`src/rtl/v68k_alu_pkg.sv`:
```
// Shared definitions for the 68000-style Alu and its long-word operand sequencer.
package v68k_alu_pkg;

    localparam logic [2:0] OP_ADD = 3'b000;
    localparam logic [2:0] OP_SUB = 3'b001;
    localparam logic [2:0] OP_AND = 3'b010;
    localparam logic [2:0] OP_OR  = 3'b011;
    localparam logic [2:0] OP_XOR = 3'b100;

    typedef enum logic [1:0] {
        ST_IDLE = 2'd0,
        ST_LO   = 2'd1,
        ST_HI   = 2'd2,
        ST_DONE = 2'd3
    } seq_state_t;

    function automatic logic is_arith(input logic [2:0] op);
        return (op == OP_ADD) || (op == OP_SUB);
    endfunction

endpackage

```
`src/rtl/alu_flag_merge.sv`:
```
// Combinational merge of per-pass Alu flags into XNZVC.
module alu_flag_merge
    import v68k_alu_pkg::*;
(
    input  logic [2:0] op,
    input  logic       long_op,
    input  logic       extend,
    input  logic       x_in,
    input  logic       z_in,
    input  logic       z_lo,
    input  logic       alu_c,
    input  logic       alu_z,
    input  logic       alu_v,
    input  logic       alu_n,
    output logic       x,
    output logic       n,
    output logic       z,
    output logic       v,
    output logic       c
);

    logic arith;
    logic z_raw;

    assign arith = is_arith(op);
    assign c     = arith & alu_c;
    assign v     = arith & alu_v;
    assign n     = alu_n;
    assign z_raw = long_op ? (z_lo & alu_z) : alu_z;
    // Extended ops keep Z sticky so a multi-word chain reports zero only if every word was zero.
    assign z     = extend ? (z_raw & z_in) : z_raw;
    assign x     = arith ? alu_c : x_in;

endmodule

```
`src/rtl/alu_long_sequencer.sv`:
```
// Drives the 16-bit Alu once (word) or twice (long, low then high) and returns a merged result.
module alu_long_sequencer
    import v68k_alu_pkg::*;
#(
    parameter int HALF = 16
) (
    input  logic              clk,
    input  logic              reset,
    input  logic              start,
    output logic              ready,
    input  logic [2:0]        op,
    input  logic              long_op,
    input  logic              extend,
    input  logic [2*HALF-1:0] a,
    input  logic [2*HALF-1:0] b,
    input  logic              x_in,
    input  logic              z_in,
    output logic [HALF-1:0]   alu_a,
    output logic [HALF-1:0]   alu_b,
    output logic [2:0]        alu_op,
    output logic              alu_x,
    input  logic [HALF-1:0]   alu_o,
    input  logic              alu_c,
    input  logic              alu_z,
    input  logic              alu_v,
    input  logic              alu_n,
    output logic [2*HALF-1:0] result,
    output logic              done,
    output logic              x_out,
    output logic              n_out,
    output logic              z_out,
    output logic              v_out,
    output logic              c_out
);

    seq_state_t        state;
    logic [2:0]        op_q;
    logic              long_q;
    logic              ext_q;
    logic              x_q;
    logic              z_q;
    logic [2*HALF-1:0] a_q;
    logic [2*HALF-1:0] b_q;
    logic [HALF-1:0]   res_lo;
    logic              c_lo;
    logic              z_lo;
    logic              m_x, m_n, m_z, m_v, m_c;

    always_comb begin
        alu_a  = '0;
        alu_b  = '0;
        alu_op = op_q;
        alu_x  = 1'b0;
        case (state)
            ST_LO: begin
                alu_a = a_q[HALF-1:0];
                alu_b = b_q[HALF-1:0];
                alu_x = is_arith(op_q) & ext_q & x_q;
            end
            ST_HI: begin
                alu_a = a_q[2*HALF-1:HALF];
                alu_b = b_q[2*HALF-1:HALF];
                alu_x = is_arith(op_q) & c_lo;
            end
            default: ;
        endcase
    end

    alu_flag_merge u_merge (
        .op      (op_q),
        .long_op (long_q),
        .extend  (ext_q),
        .x_in    (x_q),
        .z_in    (z_q),
        .z_lo    (z_lo),
        .alu_c   (alu_c),
        .alu_z   (alu_z),
        .alu_v   (alu_v),
        .alu_n   (alu_n),
        .x       (m_x),
        .n       (m_n),
        .z       (m_z),
        .v       (m_v),
        .c       (m_c)
    );

    always_ff @(posedge clk) begin
        if (reset) begin
            state  <= ST_IDLE;
            ready  <= 1'b1;
            done   <= 1'b0;
            result <= '0;
            {x_out, n_out, z_out, v_out, c_out} <= '0;
            op_q   <= '0;
            long_q <= 1'b0;
            ext_q  <= 1'b0;
            x_q    <= 1'b0;
            z_q    <= 1'b0;
            a_q    <= '0;
            b_q    <= '0;
            res_lo <= '0;
            c_lo   <= 1'b0;
            z_lo   <= 1'b0;
        end else begin
            done <= 1'b0;
            case (state)
                ST_IDLE, ST_DONE: begin
                    if (start && ready) begin
                        op_q   <= op;
                        long_q <= long_op;
                        ext_q  <= extend;
                        x_q    <= x_in;
                        z_q    <= z_in;
                        a_q    <= a;
                        b_q    <= b;
                        state  <= ST_LO;
                        ready  <= 1'b0;
                    end else begin
                        state  <= ST_IDLE;
                        ready  <= 1'b1;
                    end
                end
                ST_LO: begin
                    res_lo <= alu_o;
                    c_lo   <= alu_c;
                    z_lo   <= alu_z;
                    if (long_q) begin
                        state <= ST_HI;
                    end else begin
                        state  <= ST_DONE;
                        ready  <= 1'b1;
                        done   <= 1'b1;
                        result <= {{HALF{1'b0}}, alu_o};
                        {x_out, n_out, z_out, v_out, c_out} <= {m_x, m_n, m_z, m_v, m_c};
                    end
                end
                ST_HI: begin
                    state  <= ST_DONE;
                    ready  <= 1'b1;
                    done   <= 1'b1;
                    result <= {alu_o, res_lo};
                    {x_out, n_out, z_out, v_out, c_out} <= {m_x, m_n, m_z, m_v, m_c};
                end
                default: begin
                    state <= ST_IDLE;
                    ready <= 1'b1;
                end
            endcase
        end
    end

endmodule

```
`config.mk`:
```
export PLATFORM = sky130hd
export DESIGN_NAME = alu_long_sequencer
export DESIGN_NICKNAME = d
export VERILOG_FILES = /design/src/rtl/v68k_alu_pkg.sv /design/src/rtl/alu_flag_merge.sv /design/src/rtl/alu_long_sequencer.sv
export SDC_FILE = /design/constraint.sdc
export NUM_CORES = 1
export LEC_CHECK = 0
export CAP_MARGIN = 20
export CORE_MARGIN = 10
export CORE_UTILIZATION = 30
export DETAILED_ROUTE_END_ITERATION = 10
export DONT_BUFFER_PORTS = 1
export PLACE_DENSITY = 0.42
export SETUP_SLACK_MARGIN = 0.02
export SLEW_MARGIN = 20
export SYNTH_ARGS = -nofsm -noshare
export SYNTH_HDL_FRONTEND = slang
export SYNTH_SLANG_ARGS = --single-unit
```
`constraint.sdc`:
```
create_clock -name clk -period 4.7 [get_ports clk]
set_input_delay 0.94 -clock clk [delete_from_list [all_inputs] [get_ports clk]]
set_output_delay 0.94 -clock clk [all_outputs]
set_load 0.05 [all_outputs]
```
==> impl_metrics.ini <==
[run_status]
status = finished clean

[synthesis]
synthMuxAreaShare = 0.06382
yosysMostFrequentCell = nand2_1
yosys-top-cells-count = nand2_1 (163), dfxtp_1 (130), a21oi_1 (93), nor2_1 (70), mux2i_1 (34)
synth_compound_area_frac = 0.1847
yosysSeqAreaShare = 0.4880
ys_top_cells_by_area = dfxtp_1 (49%), nand2_1 (11%), a21oi_1 (8.7%)
netlist_instances = 633
syn_area_um2 = 5333
async_flop_share = 0
synth_top_family_by_area = simple AND/OR/NAND/NOR gates
synthFlopType = dfxtp_1
synthSimpleGateAreaFrac = 0.1891
syn_area_per_cell_um2 = 8.424
syn_nets = 729
synth_top_area_cell = dfxtp_1
yosys_warnings = 0
synth_edf_count = 0
synthXorXnorAreaFrac = 0
synth_seq_cells = 130
synth_top_area_share = 0.4880
synth-adder-area-share = 0.004693
yosysUniqueCellTypes = 28

[critical_path]
crit_buf_inv = 3
cp_common_cell = buf_4
cp_slowest_stage_delay_ps = 650
crit_path_top_delay_cell = ha_2
crit_required_ps = 3760
criticalPathCategory = register to output pin
start_kind = register
crit_arrival_ps = 2520
crit_fanout = 33
crit_family = buffers and inverters
path_cells = inv_1 -> ha_2 -> buf_4 -> a32oi_1 -> nor4_2 -> buf_4
end_kind = output pin

[routing]
vias_per_cell = 5.004
drt_iter0_drc = 208
routed_wl_um = 15290
vias = 4193
dr.pass1.iters = 5
drc = 0
avgRoutedWirePerCell_um = 18.25
ant_nets = 0

[final_layout]
drive_above_1_share = 0.09299
syn_to_final_growth_pct = 9.667
nNetsFinal = 698
stdcell_area_um2 = 5848
n_fill_cell = 1838
diodes = 0

[timing]
fmax_ghz = 0.2890
relSlewSlack = 0.3087
rsz0062_at_grt = false
setup_tns_ps = 0
fin_crit_ps = 3460
period_share = 0.7362
drv_slew = 0
hold_violations = 0
skew_ps = 11.46
tightest_slew_ps = 1033
setup_viol = 0

[clock_tree]
cts_root_buffer = clkbuf_16
clk_pin_slew_ps = 60
ctsLongestPathBuffers = 2
numCtsBuffers = 17
cts_hold_buffers = 0
post_cts.repair.setup_buffers = 0
cts_resized = 0
clkLatencyLatePin_ps = 410
h-tree-depth = 4
cts_tree = built
clock-sinks = 130

[die]
coreArea_um2 = 17360
fp.dieArea_um2 = 23510
num_rows = 48
chipWidth_um = 153.3
initial_core_util = 0.3072
die_y_um = 153.3
io_pins = 169

[power]
power.density_nw_per_um2 = 643.7
pwr-share-comb = 0.229
p_sw_w = 0.001479
ir_worst_vdd_v = 0.0003819
pwr-share-clk = 0.319
p_int_w = 0.002285
seqPwrFrac = 0.453
swShare = 0.3930
p_leak_nw = 1.964

[placement]
place_hpwl_um = 10180
placed_cell_area_um2 = 5311
io_buffers = 0
gp_congestion = 0.7661

[global_route]
grt_pass1_vias = 4187
grt_usage = 0.1253
grt_max_degree = 131
overflow = 0
antenna_found_initial = 0
grt_pass1_wl_um = 23660

[run]
maxCapViolations = 0

[worst_hold_path]
min-delay-path-class = register to register
[cells in the final DEF, fill, tap and decap left out]
cell        count
buf_4           5
clkinv_4        1
ha_2            2
mux2i_1        34
nor4_2          1
dfxtp_1       130
nor2b_1         1
a32oi_1         1
o22ai_1         1
a21o_2          1
a22oi_1        32
o21ai_0         1
nand3b_1        1
clkinvlp_4      2
a211oi_2       15
nand3_1        18
nand3_4         1
clkbuf_16      17
a21oi_1        93
and3_4          1
o21a_1          1
clkbuf_8        1
a21oi_4         1
nand2_1       163
a211oi_1        2
bufinv_16       1
o21bai_1        2
o41ai_1         1
nor2_1         70
inv_1           5
clkinv_2        8
[cell families after synthesis]
group,after synthesis
flip-flops,130
buffers and inverters,60
AND/OR/NAND/NOR,256
AO/OA/AOI/OAI,151
adder cells (fa/ha/maj),2
multiplexers,34
[flip-flops by register name, summed over array words and instances, names as in the netlist, 2 cells and up]
name    cells
a_q        32
b_q        32
result     32
res_lo     16
alu_op      3
state       2
[tightest hold or removal path, cell delays in order, from the launching register on]
cell and delay (ps):
dfxtp_1 310, nand2_1 50, a21oi_1 50
[layer usage]
| metal | track usage | vias up | part of all wire |
|---|---|---|---|
| li1 | - | 2064 | - |
| met3 | 0.06117 | 10 | 0.081 |
| met2 | 0.1915 | 133 | 0.45 |
| met1 | 0.1503 | 1986 | 0.46 |
| met5 | 0 | - | 0 |
| met4 | 0.04087 | 0 | 0.011 |
[layout make-up]
class                   count  area (um^2)  share of cell area
multi-input cells         443         2375              0.4061
clock inverters            12        93.84             0.01605
well taps                 225        281.5             0.04814
repair buffers              5        37.54            0.006418
inverters                   5        18.77            0.003209
flip-flops and latches    130         2603              0.4450
clock buffers              18        439.2             0.07510
[worst paths after layout]
check | cells after the start | start | slack [ps] | endpoint
worst max-delay path | 6 | state[1] | 1240 | alu_x
worst min-delay path | 2 | a_q[30] | 450 | a_q[30]
worst max register to register | 5 | state[0] | 2010 | ready
worst min register to register | 2 | a_q[30] | 450 | a_q[30]
[metrics by stage]
stage                     worst slack, ps  hold slack, ps  std cells  total power, W    util
after floorplan                      1393           436.0        633        0.002507       -
after global placement               1627           437.2        808        0.002588  0.3060
after detailed placement             1627           441.3        808        0.002610  0.3060
after CTS                            1156           449.0        838        0.003833  0.3367
after global routing                 1052           466.4        838        0.003993  0.3369
final                                1240           453.5        838        0.003764  0.3369
[power by group through the flow]
stage,logic (W),registers [W],clock network [W]
2_1_floorplan,0.000829,0.00168,0
3_5_place_dp,0.000880,0.00173,0
6_report,0.000861,0.00170,0.00120
3_3_place_gp,0.000859,0.00173,0
5_1_grt,0.000972,0.00173,0.00129
4_1_cts,0.000884,0.00171,0.00124
Note: power is estimated with default switching activity, not from simulation.
